<file path="src/rtl/ps2kbd_decoder_if.sv">
// Bundle of the FIFO-side and event-side handshake signals of the PS/2
// keyboard decoder. The decoder connects through the slave modport; the
// environment (FIFO plus event consumer) connects through the master modport.
interface ps2kbd_decoder_if;
  logic [7:0] data;
  logic       ready;
  logic       nextdata_n;
  logic       evt_valid;
  logic       evt_ready;
  logic [7:0] evt_code;
  logic       evt_ext;
  logic       evt_break;
  logic       evt_shift;
  logic       evt_caps;

  modport slave (
    input  data, ready, evt_ready,
    output nextdata_n, evt_valid, evt_code, evt_ext, evt_break, evt_shift, evt_caps
  );

  modport master (
    output data, ready, evt_ready,
    input  nextdata_n, evt_valid, evt_code, evt_ext, evt_break, evt_shift, evt_caps
  );
endinterface

</file>
<file path="src/rtl/ps2kbd_decoder.sv">
// PS/2 keyboard scancode decoder. Pops scancode bytes from a PS/2 FIFO,
// strips the E0/F0 prefixes and presents one key event at a time through a
// valid/ready slot. Tracks shift and caps-lock, filters typematic repeats
// of the held key and counts accepted key presses.
module ps2kbd_decoder #(
  parameter int CNT_W         = 8,
  parameter int REPEAT_FILTER = 1
) (
  input  logic             clk,
  input  logic             clrn,
  ps2kbd_decoder_if.slave  bus,
  output logic [CNT_W-1:0] press_cnt,
  output logic             err
);

  typedef enum logic [1:0] {IDLE, EXT, BRK, EXTBRK} state_e;

  localparam logic [CNT_W-1:0] CNT_ONE = CNT_W'(1);

  state_e           state_q, state_d;
  logic             blockPop_q;
  logic             evtValid_q;
  logic [7:0]       evtCode_q;
  logic             evtExt_q;
  logic             evtBreak_q;
  logic             evtShift_q;
  logic             evtCaps_q;
  logic [CNT_W-1:0] pressCnt_q;
  logic             err_q;
  logic             heldValid_q;
  logic [7:0]       heldCode_q;
  logic             heldExt_q;
  logic             shiftL_q;
  logic             shiftR_q;
  logic             caps_q;

  logic slotFree;
  logic popNow;
  logic isErr;
  logic isPrefix;
  logic curExt;
  logic curBrk;
  logic heldMatch;
  logic suppress;
  logic emit;

  // blockPop_q resets high so no pop can happen during reset or in the
  // first cycle after it, and it also keeps the strobe from being low twice
  // in a row. The slot counts as free when it is empty or being drained.
  assign slotFree = !evtValid_q || bus.evt_ready;
  assign popNow   = bus.ready && !blockPop_q && slotFree;

  assign bus.nextdata_n = ~popNow;
  assign bus.evt_valid  = evtValid_q;
  assign bus.evt_code   = evtCode_q;
  assign bus.evt_ext    = evtExt_q;
  assign bus.evt_break  = evtBreak_q;
  assign bus.evt_shift  = evtShift_q;
  assign bus.evt_caps   = evtCaps_q;
  assign press_cnt      = pressCnt_q;
  assign err            = err_q;

  // Classify the byte at the head of the FIFO against the parser state.
  always_comb begin
    isErr     = (bus.data == 8'h00) || (bus.data == 8'hFF);
    curExt    = (state_q == EXT) || (state_q == EXTBRK);
    curBrk    = (state_q == BRK) || (state_q == EXTBRK);
    isPrefix  = ((state_q == IDLE) && ((bus.data == 8'hE0) || (bus.data == 8'hF0))) ||
                ((state_q == EXT) && (bus.data == 8'hF0));
    heldMatch = heldValid_q && (heldCode_q == bus.data) && (heldExt_q == curExt);
    suppress  = (REPEAT_FILTER != 0) && !curBrk && heldMatch;
    emit      = !isErr && !isPrefix && !suppress;
    state_d   = IDLE;
    if (!isErr) begin
      if ((state_q == IDLE) && (bus.data == 8'hE0))      state_d = EXT;
      else if ((state_q == IDLE) && (bus.data == 8'hF0)) state_d = BRK;
      else if ((state_q == EXT) && (bus.data == 8'hF0))  state_d = EXTBRK;
    end
  end

  // Parser, event slot, modifier tracking and press counter; everything
  // advances only on a pop, so a stalled slot freezes all of it.
  always_ff @(posedge clk or negedge clrn) begin
    if (!clrn) begin
      state_q     <= IDLE;
      blockPop_q  <= 1'b1;
      evtValid_q  <= 1'b0;
      evtCode_q   <= 8'h00;
      evtExt_q    <= 1'b0;
      evtBreak_q  <= 1'b0;
      evtShift_q  <= 1'b0;
      evtCaps_q   <= 1'b0;
      pressCnt_q  <= '0;
      err_q       <= 1'b0;
      heldValid_q <= 1'b0;
      heldCode_q  <= 8'h00;
      heldExt_q   <= 1'b0;
      shiftL_q    <= 1'b0;
      shiftR_q    <= 1'b0;
      caps_q      <= 1'b0;
    end else begin
      blockPop_q <= popNow;
      err_q      <= 1'b0;
      if (evtValid_q && bus.evt_ready) begin
        evtValid_q <= 1'b0;
      end
      if (popNow) begin
        state_q <= state_d;
        if (isErr) begin
          err_q <= 1'b1;
        end
        if (emit) begin
          evtValid_q <= 1'b1;
          evtCode_q  <= bus.data;
          evtExt_q   <= curExt;
          evtBreak_q <= curBrk;
          evtShift_q <= shiftL_q || shiftR_q;
          evtCaps_q  <= caps_q;
          if (!curBrk) begin
            pressCnt_q  <= pressCnt_q + CNT_ONE;
            heldValid_q <= 1'b1;
            heldCode_q  <= bus.data;
            heldExt_q   <= curExt;
            if (!curExt && (bus.data == 8'h58)) begin
              caps_q <= ~caps_q;
            end
          end else if (heldMatch) begin
            heldValid_q <= 1'b0;
          end
          if (!curExt && (bus.data == 8'h12)) begin
            shiftL_q <= !curBrk;
          end
          if (!curExt && (bus.data == 8'h59)) begin
            shiftR_q <= !curBrk;
          end
        end
      end
    end
  end

endmodule

</file>
<file path="src/flat_wrapper.sv">
// flat-port wrapper written by rule: the top's interface ports become plain ports
module ps2kbd_decoder_flat 
#(
  parameter int CNT_W         = 8,
  parameter int REPEAT_FILTER = 1
)
  (clk, clrn, press_cnt, err, bus_data, bus_ready, bus_evt_ready, bus_nextdata_n, bus_evt_valid, bus_evt_code, bus_evt_ext, bus_evt_break, bus_evt_shift, bus_evt_caps);
  ps2kbd_decoder_if bus_i ();
  input  logic clk;
  input  logic clrn;
  output logic [CNT_W-1:0] press_cnt;
  output logic err;
  input wire logic [$bits(bus_i.data)-1:0] bus_data;
  input wire logic [$bits(bus_i.ready)-1:0] bus_ready;
  input wire logic [$bits(bus_i.evt_ready)-1:0] bus_evt_ready;
  output wire logic [$bits(bus_i.nextdata_n)-1:0] bus_nextdata_n;
  output wire logic [$bits(bus_i.evt_valid)-1:0] bus_evt_valid;
  output wire logic [$bits(bus_i.evt_code)-1:0] bus_evt_code;
  output wire logic [$bits(bus_i.evt_ext)-1:0] bus_evt_ext;
  output wire logic [$bits(bus_i.evt_break)-1:0] bus_evt_break;
  output wire logic [$bits(bus_i.evt_shift)-1:0] bus_evt_shift;
  output wire logic [$bits(bus_i.evt_caps)-1:0] bus_evt_caps;
  assign bus_i.data = bus_data;
  assign bus_i.ready = bus_ready;
  assign bus_i.evt_ready = bus_evt_ready;
  assign bus_nextdata_n = bus_i.nextdata_n;
  assign bus_evt_valid = bus_i.evt_valid;
  assign bus_evt_code = bus_i.evt_code;
  assign bus_evt_ext = bus_i.evt_ext;
  assign bus_evt_break = bus_i.evt_break;
  assign bus_evt_shift = bus_i.evt_shift;
  assign bus_evt_caps = bus_i.evt_caps;
  ps2kbd_decoder #(.CNT_W(CNT_W), .REPEAT_FILTER(REPEAT_FILTER)) u_core (.clk(clk), .clrn(clrn), .bus(bus_i), .press_cnt(press_cnt), .err(err));
endmodule
</file>
<file path="config.mk">
export PLATFORM = sky130hd
export DESIGN_NAME = ps2kbd_decoder_flat
export DESIGN_NICKNAME = d
export VERILOG_FILES = /design/src/rtl/ps2kbd_decoder_if.sv /design/src/rtl/ps2kbd_decoder.sv /design/src/flat_wrapper.sv
export SDC_FILE = /design/constraint.sdc
export NUM_CORES = 1
export LEC_CHECK = 0
export ABC_CLOCK_PERIOD_IN_PS = 1900
export CORE_ASPECT_RATIO = 1.4
export CORE_MARGIN = 1
export CORE_UTILIZATION = 46
export CTS_CLUSTER_DIAMETER = 150
export CTS_CLUSTER_SIZE = 10
export DETAILED_ROUTE_END_ITERATION = 8
export HOLD_SLACK_MARGIN = 0.03
export PLACE_DENSITY = 0.79
export SYNTH_ARGS = -nofsm -noshare
export SYNTH_HDL_FRONTEND = slang
export SYNTH_SLANG_ARGS = --single-unit
</file>
<file path="constraint.sdc">
create_clock -name clk -period 1.9 [get_ports clk]
set_input_delay 0.38 -clock clk [delete_from_list [all_inputs] [get_ports clk]]
set_output_delay 0.38 -clock clk [all_outputs]
set_load 0.005 [all_outputs]
</file>
# Word-level counts from Yosys, hierarchy flattened
# Cells that the tools add are included.
# classes
add_sub_neg	1
n_eq_ne	12
mux	11
bitwise	3
n_reduce_logical	37
# op_table
cell	n
8-bit == test, second input constant	3
8-bit by 7-bit == test with 1-bit output, second input constant	2
1-bit logical AND	15
3-bit AND reduction	4
8-bit by 1-bit adder with 8-bit output, second input constant	1
8-bit by 5-bit == test with 1-bit output, second input constant	1
8-bit == test	1
8-bit logical NOT	1
2-bit 2-to-1 mux	4
1-bit logical NOT	7
1-bit logical OR	7
1-bit 2-to-1 mux	7
2-bit == test, second input constant	2
4-bit AND reduction	1
1-bit NOT	3
2-bit by 1-bit == test with 1-bit output, second input constant	1
2-bit logical NOT	1
2-bit inequality test, second input constant	1
2-bit AND reduction	1
1-bit == test	1
# totals
reg_bits	38
output_inout_bits	23
word_cells	80

# Longest topological paths before layout
# Gate-level depths: netlist of run 1.
# depth
word_depth	9
ltp_mapped	8

# Least setup slack after synthesis of run 1
# OpenSTA, ideal clock, no wires.
# synth_path
path_kind	input-to-reg
start	in bus_data[1]
end	reg u_core.heldCode_q[0]
setup_time_ns	0.125
arrival_time_ns	2.045
path_slack_ns	-0.270
path_stages	8
n_path_buf	3
path_cell_list	buf_2 -> nor4_1 -> and2_4 -> or4_1 -> buf_4 -> nor3_4 -> buf_6 -> mux2_4
# synth_via
elab_chain_len	8
elab_cells_between_ends	19
classes_between	eq/ne: 4; reduce/logical: 15
# synth_lines
item	line_no	source
start, declared	flat_wrapper.sv:13	input wire logic [$bits(bus_i.data)-1:0] bus_data;
8-bit == test, on equally long branches	ps2kbd_decoder.sv:68, ps2kbd_decoder.sv:69	
1-bit logical OR	ps2kbd_decoder.sv:68	isPrefix = ((state_q == IDLE) && ((bus.data == 8'hE0) || (bus.data == 8'hF0))) ||
1-bit logical AND	ps2kbd_decoder.sv:68	
1-bit logical OR	ps2kbd_decoder.sv:68	
1-bit logical NOT	ps2kbd_decoder.sv:72	emit = !isErr && !isPrefix && !suppress;
1-bit logical AND	ps2kbd_decoder.sv:72	
1-bit logical AND *	ps2kbd_decoder.sv:72	
3-bit AND reduction (no line) *	n/a	
end signal, assigned	ps2kbd_decoder.sv:122	heldCode_q <= bus.data;
end, declared	ps2kbd_decoder.sv:31	logic [7:0] heldCode_q;
# Mark *: on every way between the ends. The rest lies on a longest branch, timed or not.
# A chain may end at the register's enable or synchronous reset.

# Worst setup path in the final report of run 1
# layout_path
start	in bus_data[0]
end	reg u_core.heldCode_q[7]
# The elaborated chain is that of the path after synthesis.

==> results of run 1 <==
## worst paths after layout
kind / startpoint / to / slack [ps] / cells after the start
worst min-delay path: clrn / u_core.press_cnt[6] / 120 / 2
worst max-delay path: bus_data[0] / u_core.heldCode_q[7] / -90 / 8
max in group asynchronous: clrn / u_core.blockPop_q / 1400 / 2
min in group clk: bus_data[1] / u_core.bus.evt_code[1] / 410 / 2
worst max register to register: u_core.bus.evt_valid / u_core.heldCode_q[7] / -80 / 7
worst min register to register: u_core.press_cnt[7] / u_core.press_cnt[7] / 480 / 1
## power by group
group | leakage, nW | switching (W) | internal, W
Clock | 0.0714 | 0.000304 | 0.000560
Sequential | 0.462 | 0.000191 | 0.00100
Combinational | 0.723 | 0.000367 | 0.000664
## area by class of cell
cell class	count	share of cell area, %
multi-input cells	101	35.2
repair buffers	73	25.1
inverters	1	0.129
clock inverters	2	2.07
clock buffers	6	2.84
well taps	43	1.85
flip-flops and latches	38	32.8
## logic make-up (layout without fill, tap and decap cells)
kind of cell	count (synthesis)	after routing	synth area share (%)
XOR/XNOR	17	17	7.93
flip-flops	38	38	50.7
buffers and inverters	9	82	3.66
multiplexers	20	20	14.2
AND/OR/NAND/NOR	51	51	18.6
AO/OA/AOI/OAI	12	12	4.26
adder cells (fa/ha/maj)	1	1	0.666
## cell usage in the layout, fill, tap and decap left out, drive strengths merged, types with 2 or more instances in the layout
cell | synthesis | layout
a21oi | 2 | 2
a41oi | 2 | 2
and2 | 2 | 2
buf | 7 | 40
bufinv | 0 | 2
clkbuf | 1 | 7
clkdlybuf4s15 | 0 | 7
clkdlybuf4s50 | 0 | 22
dfrtp | 37 | 37
dlygate4sd2 | 0 | 3
mux2 | 20 | 20
nand2 | 6 | 6
nand3 | 4 | 4
nand4 | 5 | 5
nor2 | 9 | 9
nor3 | 5 | 5
nor4 | 9 | 9
nor4b | 2 | 2
o21ai | 5 | 5
or4 | 2 | 2
xnor2 | 9 | 9
xor2 | 8 | 8
## sequential cells by signal, indices dropped and copies added, names as in the netlist, 2 cells and up
name                 cells
u_core.bus.evt_code      8
u_core.heldCode_q        8
u_core.press_cnt         8
u_core.state_q           2
## metal layers
layer	vias up	global-route usage, %	part of all wire [%]
li1	682	-	-
met4	0	10.7	2.4
met2	36	43.2	56
met5	-	0	0
met3	13	5.17	3.0
met1	775	26.0	38
## per-stage QoR
step           instance area [um2]  hold WS (ps)  std cells  setup TNS [ps]  utilization (%)
6_report                      2900           122        264           -1600             74.1
5_1_grt                       2900           160        264           -3020             74.1
4_1_cts                       2790           139        260            -542             71.3
3_5_place_dp                  2490           466        246          -21490             63.4
3_3_place_gp                  2490           448        246          -19630             63.4
2_1_floorplan                 1940          84.4        148           -2850                -
## what timing repair did
| action | 4_1_cts | 5_1_grt |
|---|---|---|
| gates resized for setup | 47 | 12 |
| hold buffers | 0 | 0 |
| endpoints found under the setup margin | 35 | 31 |
| setup buffers | 5 | 3 |
| gates cloned | 1 | 1 |
| pin swaps | 6 | 10 |
==> run metrics, run 1 <==
clk slew on worst S/H paths 90 ps; global-route wire length before repair 7.95 mm; Setup Crit Path Kind in -> reg; Die X 56 um; Max clock buf depth 2; pre-CTS setup slack -747 ps; Max-Cap Viols 0; GRT overflow 0; Syn Area/Cell 12.7 um2; Largest delay share family, worst path simple AND/OR/NAND/NOR gates; Startpoint Class primary input; io pins 35; Die Y 77.6 um; Post-synth EDFFs 0; PwrDens 1070 nW/um2; Layout fillers 252; peak supply drop 0.806 mV; drt wl/cell 19.8 um; crit-path max FO 5; clk root buf clkbuf_8; Multi-input gate area 1020 um2; post-route ant nets 0; initial antenna violation count 0; CTS H-tree lvls 2; Req. time, crit path 2070 ps; drt total wl 5.24 mm; Die ar. 4350 um2; Pleak 1.26 nW; Final Skew 14.1 ps; Syn Inst Count 148; ys flop type dfrtp_1; library cells used by synthesis 42; Post-DP HPWL 3.09 mm; CTS Buf Count 5; Tcrit/Tclk final 105%; CP Capture Type flip-flop; top-count cell post-synth dfrtp_1; core area 3920 um2; CTS tree done; Antenna Cells 0; Mapped Area 1880 um2; Total GRT Usage 23.8%; gp weighted congestion 0.916; Port Buffers 34; relative slew slack 67.0%; drc violations 0; outcome finished with violations; synth warn 0; total chip power 0.00309 W; post-route setup slack -94.9 ps; layout cells sized above 1 45.2%; pin count of the biggest net entering global routing 39; crit-path cells clkdlybuf4s15_2 -> nor4_2 -> and2_4 -> or4_4 -> nor3_4 -> buf_12 -> buf_6 -> mux2_4; setup violators final 25; total clock sinks 38; # rows 27; Via-to-Cell Ratio 5.70; fmax 501 MHz; Yosys reg bits 38; drt initial violations 62; RSZ-0062 raised after global routing yes; fin crit period 1990 ps; Clock Latency Late Sink 300 ps; Fin. Hold Viols 0; vias post-DR 1506; sequential fraction of the synthesis area 50.7%; Worst Path Buf+Inv 3; Max Slew Vio Count 0; worst path arrival time 2170 ps; initial core utilization 47.9%; asr flop ratio synth 100%; nets 233; Worst path max stage delay 590 ps; area grow syn2layout 54.6%; register area 952 um2; top post-synthesis cells by count 37 x dfrtp_1, 11 x mux2_4, 9 x xnor2_1, 8 x nor2_1, 8 x xor2_1; CP max stage cell or4_4; Synth top area share 49.3%; Worst Tran Pin Value 495 ps; vias in the first global route 1675; Syn Nets 161; HP Class in -> async; failing checks negative setup slack; drt first pass iters 4; dominant cell type by area after synthesis dfrtp_1; synth top area cells dfrtp_1 49%, mux2_4 8.8%, mux2_2 4.2%
No activity file was read; power rests on OpenSTA's default activity.
==> run 2: changes to the inputs <==
GPL_ROUTABILITY_DRIVEN = 0   (was unset)
PLACE_DENSITY = 0.81   (was 0.79)
==> run 2 against run 1 <==
  * Maximum frequency rose by 0.47%
  * Global-route usage is 0.93 points lower
  * Highest routed layer unchanged
  * Largest cell class unchanged
  * Non-clock buffer count fell by 4
  * Via count down 4.6%
  * The flow still finishes with violations (negative setup slack)
  * First-iteration DRC count down 31%
  * Count of clock-buffer cells in the layout is 2 higher
  * Sequential cell count unchanged
  * Largest power group unchanged
  * Cell count fell by 1.5%
  * Critical endpoint is now u_core.heldCode_q[4]
  * Clock power is 34% lower
  * Critical path depth fell by 1
  * Power fell by 13%
  * Sequential share of layout area increased by 2.0 points
==> run metrics, run 2 (same netlist as run 1, synthesis figures left out) <==
Antenna Cells 0 (unchanged); peak supply drop 0.949 mV (+18%); CTS H-tree lvls 2 (unchanged); nets 229 (-1.7%); metal2 WL 2.44 mm (-18%); final design utilization 69.9% (-4.2 points); drc violations 0 (unchanged); pin count of the biggest net entering global routing 21 (-46%); Pleak 1.17 nW (-7.2%); RSZ-0062 raised after global routing yes; Max Slew Vio Count 0 (unchanged); total clock sinks 38 (unchanged); drt total wl 4.53 mm (-13%); layout cells sized above 1 41.9% (-3.3 points); clk slew on worst S/H paths 70 ps (-20 ps); fin crit period 1990 ps (-9.29 ps); Worst path max stage delay 580 ps (about the same); initial antenna violation count 0 (unchanged); Die Y 77.6 um (unchanged); setup violators final 22 (-12%); fmax 504 MHz (+0.47%); DR WL met3 180 um (+15%); initial core utilization 47.9% (unchanged); Max-Cap Viols 0 (unchanged); io pins 35 (unchanged); Startpoint Class primary input; CP max stage cell or4_4; crit-path cells clkdlybuf4s15_2 -> nor4_2 -> and2_4 -> or4_4 -> nor3_4 -> clkbuf_16 -> mux2_4; vias in the first global route 1614 (-3.6%); post-route ant nets 0 (unchanged); Multi-input gate area 977 um2 (-4.4%); Die ar. 4350 um2 (unchanged); post-route setup slack -85.6 ps (+9.29 ps); Tcrit/Tclk final 105% (-0.49 points); Clock Latency Late Sink 290 ps (about the same); Layout fillers 276 (+9.5%); outcome finished with violations; drt wl/cell 17.4 um (-12%); # rows 27 (unchanged); Fin. Hold Viols 0 (unchanged); Req. time, crit path 2080 ps (about the same); most frequent cells in the layout 37 x dfrtp_1, 29 x buf_4, 22 x clkdlybuf4s50_1, 13 x mux2_4; CTS Buf Count 5 (unchanged); register area 952 um2 (unchanged); Total GRT Usage 22.8% (-0.93 points); wl on met1 1.80 mm (-9.6%); Die X 56 um (unchanged); DR top layer met4; Via-to-Cell Ratio 5.52 (-3.2%); CTS tree done; Worst Tran Pin Value 479 ps (-15.7 ps); Final Skew 5.52 ps (-8.62 ps); vias post-DR 1436 (-4.6%); HP Class in -> async; clk root buf clkbuf_8; Post-DP HPWL 3.27 mm (+5.8%); Port Buffers 34 (unchanged); global-route wire length before repair 7.64 mm (-3.9%); relative slew slack 67.8% (+0.80 points); failing checks negative setup slack; drt first pass iters 4 (unchanged); crit-path max FO 6 (+1); core area 3920 um2 (unchanged); CP Capture Type flip-flop; Setup Crit Path Kind in -> reg; area grow syn2layout 45.8%; PwrDens 982 nW/um2 (-7.8%); GRT overflow 0 (unchanged); drt initial violations 43 (-31%); pre-CTS setup slack -771 ps (-25.0 ps); worst path arrival time 2160 ps (about the same); commonest non-fill, non-tap cell in the layout dfrtp_1; Max clock buf depth 2 (unchanged)
[run 2: repair_timing]
action / 4_1_cts / 5_1_grt
cloned: 1 / 0
resized for setup: 38 / 8
pin swaps: 2 / 0
setup endpoints to repair: 34 / 32
setup buffers: 3 / 0
hold buffers: 0 / 0
hold endpoints to repair: 0 / 0
[run 2: report_power, final]
group	total [W]	internal [W]	switching (W)	leakage, nW
Sequential	0.00119	0.00101	0.000180	0.462
Clock	0.000569	0.000296	0.000273	0.0455
Combinational	0.000935	0.000605	0.000329	0.659
[run 2: worst paths after layout]
| check | from | end | slack [ps] | depth (start not counted) |
|---|---|---|---|---|
| max reg2reg | u_core.bus.evt_valid | u_core.heldCode_q[4] | -70 | 6 |
| max | bus_data[3] | u_core.heldCode_q[4] | -90 | 7 |
| min in group clk | bus_data[1] | u_core.bus.evt_code[1] | 420 | 2 |
| min | clrn | u_core.press_cnt[0] | 40 | 1 |
| min reg2reg | u_core.press_cnt[7] | u_core.press_cnt[7] | 480 | 1 |
| max in group asynchronous | clrn | u_core.blockPop_q | 1310 | 2 |
[run 2: critical path: cells and delay by family]
family / cells / cell delay [ps]
simple gates: 4 / 1040
mux: 1 / 290
buf+inv: 2 / 450
[run 2: layout make-up]
| type | count | area share (%) |
|---|---|---|
| clock buffers | 8 | 3.29 |
| well taps | 43 | 1.97 |
| repair buffers | 69 | 24.1 |
| multi-input cells | 101 | 35.7 |
| flip-flops and latches | 38 | 34.8 |
| inverters | 1 | 0.137 |
[run 2: layer usage]
metal  GRT usage [%]  vias to the layer above
li1                -                      664
met1            26.3                      710
met2            40.6                       51
met3            4.67                       11
met4            9.76                        0
met5               0                        -
[run 2: per-stage QoR]
| step | power [W] | TNS [ps] | hold WS (ps) | instance area, um2 | instances |
|---|---|---|---|---|---|
| after global routing | 0.00282 | -3040 | 69.0 | 2740 | 260 |
| after global placement | 0.00204 | -20360 | 348 | 2510 | 248 |
| after CTS | 0.00271 | -1480 | 45.2 | 2700 | 260 |
| after floorplan | 0.00160 | -2850 | 84.4 | 1940 | 148 |
| final | 0.00269 | -1240 | 39.1 | 2740 | 260 |
| after detailed placement | 0.00210 | -22720 | 359 | 2510 | 248 |
==> run 3: changes to the inputs <==
TNS_END_PERCENT = 5   (was unset)
==> run 3 against run 2 <==
  * The run still ends with negative setup slack left
  * Utilization is 0.83 points lower
  * Clock skew is 1.7 ps higher
  * Design area is 1.2% lower
  * Count of clock-buffer cells in the layout is 1 lower
  * Die area stayed put
  * Setup slack worse by 38 ps
  * Cell count is 1.9% lower
  * Global-route usage is 0.51 points lower
  * First-iteration DRC count is 28% lower
  * Sequential share of layout area is 0.42 points higher
  * Non-clock buffer count is 5 lower
  * Clock power hardly changed
  * Critical endpoint is now u_core.heldCode_q[7]
  * Largest cell class unchanged
==> run metrics, run 3 (same netlist as run 1, synthesis figures left out) <==
setup violators final 25 (+14%); drt first pass iters 4 (unchanged); Fin. Hold Viols 0 (unchanged); Largest delay share family, worst path simple AND/OR/NAND/NOR gates; CP Capture Type flip-flop; failing checks negative setup slack; hold buffers post-CTS 0 (unchanged); outcome finished with violations; PwrDens 994 nW/um2 (+1.2%); Port Buffers 34 (unchanged); crit-path cells nand2b_4 -> nand3b_4 -> or4_4 -> nor3_4 -> buf_6 -> mux2_4; CTS tree done; crit-path max FO 6 (unchanged); clk slew on worst S/H paths 70 ps (about the same); nets 224 (-2.2%); Max clock buf depth 2 (unchanged); CTS Buf Count 5 (unchanged); drt wl/cell 17.5 um (+0.23%); total clock sinks 38 (unchanged); fmax 494 MHz (-1.9%); Antenna Cells 0 (unchanged); Final Skew 7.25 ps (+1.73 ps); Startpoint Class flip-flop; commonest non-fill, non-tap cell in the layout dfrtp_1; area grow syn2layout 44.0%; cell area after layout 2710 um2 (-1.2%); Max Slew Vio Count 0 (unchanged); Pleak 1.16 nW (-0.69%); Clock Latency Late Sink 290 ps (about the same); dpl cell area 2460 um2 (-2.1%); clk root buf clkbuf_8; peak supply drop 0.753 mV (-21%); global-route wire length before repair 7.42 mm (-2.8%); RR Endpoint u_core.heldCode_q[7]; core area 3920 um2 (unchanged); RSZ-0062 raised after global routing yes; io pins 35 (unchanged); relative slew slack 65.0% (-2.9 points); # rows 27 (unchanged); pin count of the biggest net entering global routing 21 (unchanged); Max-Cap Viols 0 (unchanged); Die Y 77.6 um (unchanged); post-route setup slack -124 ps (-38.4 ps); drt initial violations 31 (-28%); initial antenna violation count 0 (unchanged); Post-DP HPWL 3.05 mm (-6.6%); Worst path max stage delay 600 ps (+20 ps); r2r worst-path depth 6 (unchanged); Layout fillers 267 (-3.3%); layout cells sized above 1 40.6% (-1.4 points); drt total wl 4.45 mm (-1.7%); Req. time, crit path 2070 ps (about the same); Crit Reg-Reg Startpoint u_core.bus.evt_valid; Worst Path Buf+Inv 1 (-1); Die X 56 um (unchanged); CP max stage cell or4_4; drc violations 0 (unchanged); worst hold margin 31.4 ps (-7.70 ps); worst path arrival time 2200 ps (+40 ps); Via-to-Cell Ratio 5.64 (+2.1%); Setup Crit Path Kind reg -> reg; GRT overflow 0 (unchanged); vias in the first global route 1569 (-2.8%); HP Class in -> async; Worst Tran Pin Value 522 ps (+42.8 ps); post-route ant nets 0 (unchanged); Die ar. 4350 um2 (unchanged); CTS H-tree lvls 2 (unchanged); Tcrit/Tclk final 107% (+2.0 points); most frequent cells in the layout 37 x dfrtp_1, 22 x clkdlybuf4s50_1, 22 x buf_4, 15 x mux2_4; fin crit period 2020 ps (+38.4 ps); R2R Setup Slk -120 ps (-50 ps); initial core utilization 47.9% (unchanged); Total GRT Usage 22.3% (-0.51 points); vias post-DR 1438 (+0.14%)
[run 3: worst max-delay path by stage]
stage / startpoint / to / slack [ps] / depth (start not counted)
finish: u_core.bus.evt_valid / u_core.heldCode_q[7] / -120 / 6
global route: u_core.bus.evt_valid / u_core.heldCode_q[2] / -180 / 6
CTS: u_core.bus.evt_valid / u_core.heldCode_q[1] / -120 / 7
detailed placement: bus_data[1] / u_core.heldExt_q / -710 / 7
global placement: bus_data[1] / u_core.heldCode_q[7] / -660 / 7
floorplan: bus_evt_ready / u_core.heldCode_q[0] / -210 / 7
[run 3: layout make-up]
class | count | area, um2 | share of cell area, %
flip-flops and latches | 38 | 952 | 35.2
repair buffers | 64 | 599 | 22.2
well taps | 43 | 53.8 | 1.99
inverters | 1 | 3.75 | 0.139
multi-input cells | 101 | 1000 | 37.1
clock buffers | 7 | 86.3 | 3.19
clock inverters | 1 | 5.00 | 0.185
[run 3: power breakdown]
part           internal, W  switching (W)  leakage, nW  total (W)
clock             0.000293       0.000276       0.0482   0.000569
combinational     0.000595       0.000333        0.648   0.000928
sequential         0.00101       0.000186        0.462    0.00119
total              0.00189       0.000795         1.16    0.00269
[run 3: worst reg2reg max path, cell delays in order, from the launching register on]
cell and delay, ps:
dfrtp_1 410, nand2b_4 90, nand3b_4 80, or4_4 600
nor3_4 230, buf_6 180, mux2_4 310
[run 3: metal layers]
metal	track usage (%)	wire, um
met5	0	0
met4	12.7	150
met3	5.33	182
met2	38.6	2390
met1	24.8	1740
[run 3: repair_timing]
action | in CTS | in global routing
pin swaps | 5 | 4
cloned | 1 | 0
buffers inserted | 4 | 1
gates resized for setup | 36 | 12
setup endpoints to repair | 33 | 31
[run 3: metrics by stage]
| step | util [%] | worst slack, ps | instances | total power, W | setup TNS (ps) |
|---|---|---|---|---|---|
| finish | 69.0 | -124 | 255 | 0.00269 | -1920 |
| global route | 69.0 | -183 | 255 | 0.00283 | -3520 |
| CTS | 68.7 | -119 | 256 | 0.00270 | -1670 |
| detailed placement | 62.8 | -709 | 243 | 0.00206 | -20430 |
| global placement | 62.8 | -660 | 243 | 0.00201 | -18770 |
| floorplan | - | -206 | 148 | 0.00159 | -3190 |
